<file path="config.mk">
export PLATFORM = sky130hd
export DESIGN_NAME = ycbcr_convert_pipe
export DESIGN_NICKNAME = d
export VERILOG_FILES = /design/src/rtl/ycbcr_convert_pipe.sv
export SDC_FILE = /design/constraint.sdc
export NUM_CORES = 2
export LEC_CHECK = 0
export CORE_MARGIN = 10
export CORE_UTILIZATION = 40
export DETAILED_ROUTE_END_ITERATION = 12
export PLACE_DENSITY_LB_ADDON = 0.15
export REMOVE_ABC_BUFFERS = 1
export SYNTH_ARGS = -nofsm -noshare
export SYNTH_HDL_FRONTEND = slang
export SYNTH_SLANG_ARGS = --single-unit
</file>
<file path="constraint.sdc">
create_clock -name clk -period 7.9 [get_ports clk]
set_clock_uncertainty 0.2 [all_clocks]
set_input_delay 1.58 -clock clk [delete_from_list [all_inputs] [get_ports clk]]
set_output_delay 1.58 -clock clk [all_outputs]
set_load 0.01 [all_outputs]
</file>
<file path="src/rtl/ycbcr_convert_pipe.sv">
// Three-stage RGB -> YCbCr converter with per-component clamping,
// sideband carry, frame-latched mode and per-frame clip counting.
module ycbcr_convert_pipe #(
    parameter int DATA_W    = 8,
    parameter int SIDE_W    = 22,
    parameter int CLIPCNT_W = 16
) (
    input  logic                   clk,
    input  logic                   reset_n,
    input  logic                   frame_start,
    input  logic [1:0]             mode,
    input  logic                   in_valid,
    input  logic [DATA_W-1:0]      r,
    input  logic [DATA_W-1:0]      g,
    input  logic [DATA_W-1:0]      b,
    input  logic [SIDE_W-1:0]      in_side,
    output logic                   out_valid,
    output logic [3*DATA_W-1:0]    ycbcr,
    output logic [SIDE_W-1:0]      out_side,
    output logic [CLIPCNT_W-1:0]   clip_count
);

    localparam int SW = DATA_W + 13;
    localparam int SH = DATA_W - 8;

    typedef logic signed [SW-1:0] acc_t;

    typedef enum logic [1:0] {
        M_709L = 2'd0,
        M_601L = 2'd1,
        M_601F = 2'd2,
        M_BYP  = 2'd3
    } mode_e;

    localparam acc_t Y_OFF = acc_t'((16 << SH) << 10);
    localparam acc_t C_OFF = acc_t'((128 << SH) << 10);
    localparam acc_t RND   = acc_t'(512);
    localparam acc_t Y_LO  = acc_t'(16 << SH);
    localparam acc_t Y_HI  = acc_t'(235 << SH);
    localparam acc_t C_LO  = acc_t'(16 << SH);
    localparam acc_t C_HI  = acc_t'(240 << SH);
    localparam acc_t F_HI  = acc_t'((1 << DATA_W) - 1);

    mode_e mode_q;
    mode_e act_mode;

    // A pixel arriving with frame_start already sees the new mode.
    assign act_mode = frame_start ? mode_e'(mode) : mode_q;

    always_ff @(posedge clk or negedge reset_n) begin
        if (!reset_n) begin
            mode_q <= M_709L;
        end else if (frame_start) begin
            mode_q <= mode_e'(mode);
        end
    end

    logic signed [11:0] coef_d [9];

    always_comb begin
        coef_d = '{default: 12'sd0};
        unique case (act_mode)
            M_709L: coef_d = '{12'sd187, 12'sd629, 12'sd63,
                               -12'sd103, -12'sd347, 12'sd450,
                               12'sd450, -12'sd409, -12'sd41};
            M_601L: coef_d = '{12'sd263, 12'sd516, 12'sd100,
                               -12'sd152, -12'sd298, 12'sd450,
                               12'sd450, -12'sd377, -12'sd73};
            M_601F: coef_d = '{12'sd306, 12'sd601, 12'sd117,
                               -12'sd173, -12'sd339, 12'sd512,
                               12'sd512, -12'sd429, -12'sd83};
            M_BYP:  coef_d = '{default: 12'sd0};
        endcase
    end

    acc_t comp [3];

    assign comp[0] = acc_t'({1'b0, r});
    assign comp[1] = acc_t'({1'b0, g});
    assign comp[2] = acc_t'({1'b0, b});

    acc_t prod_d [9];

    always_comb begin
        for (int c = 0; c < 3; c++) begin
            for (int k = 0; k < 3; k++) begin
                prod_d[c*3+k] = acc_t'(coef_d[c*3+k]) * comp[k];
            end
        end
    end

    // Stage 1: products, with the mode travelling alongside the pixel.
    acc_t                prod_q [9];
    logic                v1_q;
    logic [SIDE_W-1:0]   side1_q;
    mode_e               mode1_q;
    logic [3*DATA_W-1:0] rgb1_q;

    always_ff @(posedge clk or negedge reset_n) begin
        if (!reset_n) begin
            for (int i = 0; i < 9; i++) begin
                prod_q[i] <= '0;
            end
            v1_q    <= 1'b0;
            side1_q <= '0;
            mode1_q <= M_709L;
            rgb1_q  <= '0;
        end else begin
            for (int i = 0; i < 9; i++) begin
                prod_q[i] <= prod_d[i];
            end
            v1_q    <= in_valid;
            side1_q <= in_side;
            mode1_q <= act_mode;
            rgb1_q  <= {r, g, b};
        end
    end

    acc_t sum_d [3];

    always_comb begin
        for (int c = 0; c < 3; c++) begin
            sum_d[c] = prod_q[c*3] + prod_q[c*3+1] + prod_q[c*3+2]
                     + C_OFF + RND;
        end
        sum_d[0] = prod_q[0] + prod_q[1] + prod_q[2] + RND
                 + ((mode1_q == M_601F) ? acc_t'(0) : Y_OFF);
    end

    // Stage 2: offset and rounded sums.
    acc_t                sum_q [3];
    logic                v2_q;
    logic [SIDE_W-1:0]   side2_q;
    mode_e               mode2_q;
    logic [3*DATA_W-1:0] rgb2_q;

    always_ff @(posedge clk or negedge reset_n) begin
        if (!reset_n) begin
            for (int i = 0; i < 3; i++) begin
                sum_q[i] <= '0;
            end
            v2_q    <= 1'b0;
            side2_q <= '0;
            mode2_q <= M_709L;
            rgb2_q  <= '0;
        end else begin
            for (int i = 0; i < 3; i++) begin
                sum_q[i] <= sum_d[i];
            end
            v2_q    <= v1_q;
            side2_q <= side1_q;
            mode2_q <= mode1_q;
            rgb2_q  <= rgb1_q;
        end
    end

    logic [DATA_W-1:0]   res_d [3];
    logic                clip_d;
    logic [3*DATA_W-1:0] ycbcr_d;

    always_comb begin
        acc_t sh_v;
        acc_t lo_v;
        acc_t hi_v;
        logic full_v;
        full_v = (mode2_q == M_601F);
        clip_d = 1'b0;
        for (int c = 0; c < 3; c++) begin
            sh_v = sum_q[c] >>> 10;
            lo_v = full_v ? acc_t'(0) : ((c == 0) ? Y_LO : C_LO);
            hi_v = full_v ? F_HI : ((c == 0) ? Y_HI : C_HI);
            if (sh_v < lo_v) begin
                sh_v   = lo_v;
                clip_d = 1'b1;
            end else if (sh_v > hi_v) begin
                sh_v   = hi_v;
                clip_d = 1'b1;
            end
            res_d[c] = sh_v[DATA_W-1:0];
        end
        ycbcr_d = {res_d[0], res_d[1], res_d[2]};
        if (mode2_q == M_BYP) begin
            ycbcr_d = rgb2_q;
            clip_d  = 1'b0;
        end
    end

    // Stage 3: output registers; pixel data holds across invalid cycles.
    logic clip_q;

    always_ff @(posedge clk or negedge reset_n) begin
        if (!reset_n) begin
            out_valid <= 1'b0;
            out_side  <= '0;
            ycbcr     <= '0;
            clip_q    <= 1'b0;
        end else begin
            out_valid <= v2_q;
            out_side  <= side2_q;
            clip_q    <= v2_q & clip_d;
            if (v2_q) begin
                ycbcr <= ycbcr_d;
            end
        end
    end

    logic [CLIPCNT_W-1:0] cnt_q;
    logic [CLIPCNT_W-1:0] cnt_d;

    // A clip presented on the frame_start cycle still belongs to the closing frame.
    always_comb begin
        cnt_d = cnt_q;
        if (out_valid && clip_q && (cnt_q != '1)) begin
            cnt_d = cnt_q + 1'b1;
        end
    end

    always_ff @(posedge clk or negedge reset_n) begin
        if (!reset_n) begin
            cnt_q      <= '0;
            clip_count <= '0;
        end else if (frame_start) begin
            cnt_q      <= '0;
            clip_count <= cnt_d;
        end else begin
            cnt_q      <= cnt_d;
        end
    end

endmodule
</file>
==> impl_metrics.tcl <==
set metrics [dict create \
    yosys_warnings 0 \
    area_growth_pct 14.3 \
    grtUsageTotal 0.194 \
    routabilityCongestion 0.911 \
    post_cts_resized 0 \
    setup_viol 0 \
    path_buf_inv 7 \
    cts_buffer_depth 3 \
    wire_per_inst_um 19.9 \
    grt_pass1_vias 24000 \
    clock_sinks 383 \
    synth_area_per_cell_um2 10.4 \
    synth_cell_types 81 \
    period_minus_slack_ns 7.17 \
    ir_worst_vdd_mv 0.272 \
    cts.clk_slew.worst_paths_ns 0.06 \
    slew_violations 0 \
    grt_pass1_wl_mm 140 \
    tns_ns 0 \
    synthCells 3178 \
    port_buffers 114 \
    fin_cells 4490 \
    fp.dieH_um 307 \
    antenna_found_initial 7 \
    grt_max_degree 168 \
    post_cts_buffers 0 \
    fin_total_pwr_mw 17.8 \
    netlist_area_um2 32900 \
    crit_top_cell "inv_1" \
    ys_seq_elements 383 \
    crit_required_ns 8.18 \
    p_leak_nw 19.7 \
    ys_seq_area_frac 0.291 \
    rsz0062_at_grt "false" \
    dp.cells 4407 \
    path_delay_family "adder cells" \
    dieArea_um2 94200 \
    start_util 0.402 \
    tightest_slew_ns 1.04 \
    synth_ff_type "dfrtp_1" \
    fill_cells 7567 \
    vias 22200 \
    cellPowerDensity_nw_per_um2 472 \
    dpl.hpwl_mm 74.4 \
    overflow 0 \
    cts-buffers-inserted 45 \
    routed_wl_mm 89.1 \
    core-area_um2 81800 \
    cts_tree "done" \
    arrival_ns 7.45 \
    htreeDepth 2 \
    first_iter_violations 975 \
    hold_buffers 0 \
    hold_violations 0 \
    synth_edf_count 0 \
    hold_class "reg2reg" \
    route.detailed.drc 0 \
    cp_max_fo 28 \
    critPathKind "in2reg" \
    crit_path_end_kind "register" \
    drive_gt1_frac 0.0684 \
    critical_path.max_stage_delay_ns 0.54 \
    pin_count 115 \
    clk_latency_ns 0.59 \
    num_rows 105 \
    ctsRootBufferMaster "clkbuf_16" \
    slew_headroom 0.299 \
    nets 4273 \
    die_x_um 307 \
    cp_slowest_cell "ha_1" \
    drt_first_pass_iters 5 \
    synthArstFlopShare 1.00 \
    ant_nets 0 \
    viasPerCell 4.94 \
    outcome "finished, final reports clean" \
    cp-start-kind "primary input" \
    path_cells "clkdlybuf4s50_1 > mux2i_4 > buf_12 > ha_1 > nand2_1 > xor2_1 > ha_1 > inv_1 > fa_1 > inv_1 > fa_1 > inv_1 > fa_1 > inv_1 > ha_1 > a21oi_1 > o21ai_0 > buf_4 > a21oi_1 > o21bai_1 > a41oi_1 > o21ai_0 > and2_1 > a211oi_1" \
    fin_crit_sh 0.907 \
    fmax_mhz 140 \
    maxCapViolations 0 \
]
## layout make-up
class	count	area, um^2	share of cell area
Tap cell	1070	1340	0.0356
Inverter	699	2620	0.0697
Multi-Input combinational cell	2037	20500	0.545
Antenna cell	1	2.50	0.0000665
Timing Repair Buffer	218	1980	0.0527
Clock inverter	29	365	0.00971
Sequential cell	383	9590	0.255
Clock buffer	53	1230	0.0326
## cell usage after synthesis (all sizes together), types with 37 or more instances
master / instances / area, um^2
o21ai: 73 / 377
nor2: 181 / 679
fa: 350 / 7010
ha: 487 / 6090
inv: 699 / 2620
a21o: 49 / 372
xnor2: 143 / 1250
nand2: 128 / 485
nand3: 37 / 190
a21oi: 145 / 752
and2: 72 / 453
dfrtp: 383 / 9580
clkbuf: 54 / 203
xor2: 51 / 447
## worst register-to-register path: stages (launching register included)
cell and delay, ns:
dfrtp_1 0.42, mux2i_4 0.20, buf_12 0.21, ha_1 0.56
nand2_1 0.25, xor2_1 0.22, ha_1 0.28, inv_1 0.05
fa_1 0.54, inv_1 0.05, fa_1 0.49, inv_1 0.05
fa_1 0.48, inv_1 0.04, ha_1 0.30, a21oi_1 0.19
o21ai_0 0.11, buf_4 0.16, a21oi_1 0.23, o21bai_1 0.13
a41oi_1 0.30, o21ai_0 0.19, and2_1 0.18, a211oi_1 0.21
## metal layers
| layer | track usage | vias to the layer above | wire [um] |
|---|---|---|---|
| met5 | 0 | - | 0 |
| met4 | 0.0497 | 0 | 2280 |
| met3 | 0.0189 | 106 | 2970 |
| met2 | 0.329 | 414 | 42800 |
| met1 | 0.262 | 11100 | 41100 |
| li1 | - | 10500 | - |
## worst paths after layout
check / start / endpoint / slack [ns] / cells past startpoint
min reg2reg: side1_q[2]$_DFF_PN0_ / side2_q[2]$_DFF_PN0_ / 0.14 / 0
min in group asynchronous: reset_n / out_side[10]$_DFF_PN0_ / 0.87 / 1
max: mode[0] / prod_q[104]$_DFF_PN0_ / 0.73 / 24
min: side1_q[2]$_DFF_PN0_ / side2_q[2]$_DFF_PN0_ / 0.14 / 0
max reg2reg: mode1_q[0]$_DFF_PN0_ / prod_q[104]$_DFF_PN0_ / 1.73 / 23
max in group asynchronous: reset_n / prod_q[41]$_DFF_PN0_ / 5.19 / 2
## per-stage QoR
step	area (um^2)	util	hold WS, ns	worst slack [ns]
2_1_floorplan	32700	-	0.131	-0.129
3_3_place_gp	36000	0.440	0.132	0.148
3_5_place_dp	36000	0.440	0.135	0.162
4_1_cts	37600	0.460	0.140	0.734
5_1_grt	37600	0.460	0.150	0.362
6_report	37600	0.460	0.139	0.735
## cell usage in the layout (no fill, tap or decap), types with 5 or more instances in the layout
master and instances:
inv_1 699, ha_1 487, dfrtp_1 382, fa_1 350, nor2_1 181, xnor2_1 143, a21oi_1 140, nand2_1 126
clkdlybuf4s50_1 112, buf_4 99, and2_1 69, o21ai_0 66, xor2_1 51, a21o_1 46, clkbuf_16 46, nand3_1 36
nor2b_1 35, o21bai_1 33, nor3_1 30, nand2b_1 20, and3_1 20, a31oi_1 18, o211ai_1 14, o21a_1 13
nand4_1 12, or2_2 10, a2bb2oi_1 10, clkinv_2 8, a211oi_1 7, clkinv_4 7, a41oi_1 6, a31o_2 6
bufinv_16 6, a221oi_1 5, or3_1 5, clkbuf_8 5, buf_12 5
## state kept, by name (all words and copies together), names as in the netlist, 22 cells and up
name,flops
out_side,22
rgb1_q,24
prod_q,173
ycbcr,24
rgb2_q,24
side1_q,22
side2_q,22
sum_q,32
## kinds of logic (layout without fill, tap and decap cells)
kind of cell | Yosys count | count (layout) | share of synthesized area
fa+ha+maj | 837 | 837 | 0.398
buf+inv | 758 | 999 | 0.0866
simple gates | 574 | 574 | 0.0850
compound gates | 425 | 425 | 0.0854
flops | 383 | 383 | 0.291
xor+xnor | 194 | 194 | 0.0516
mux | 7 | 7 | 0.00217
other cells | 0 | 1 | 0
## power by group
part / leakage [nW] / internal (mW) / switching, mW
registers: 4.58 / 2.70 / 0.457
logic: 14.4 / 5.40 / 6.97
clock network: 0.776 / 1.32 / 0.901
No activity file was read; power rests on OpenSTA's default activity.
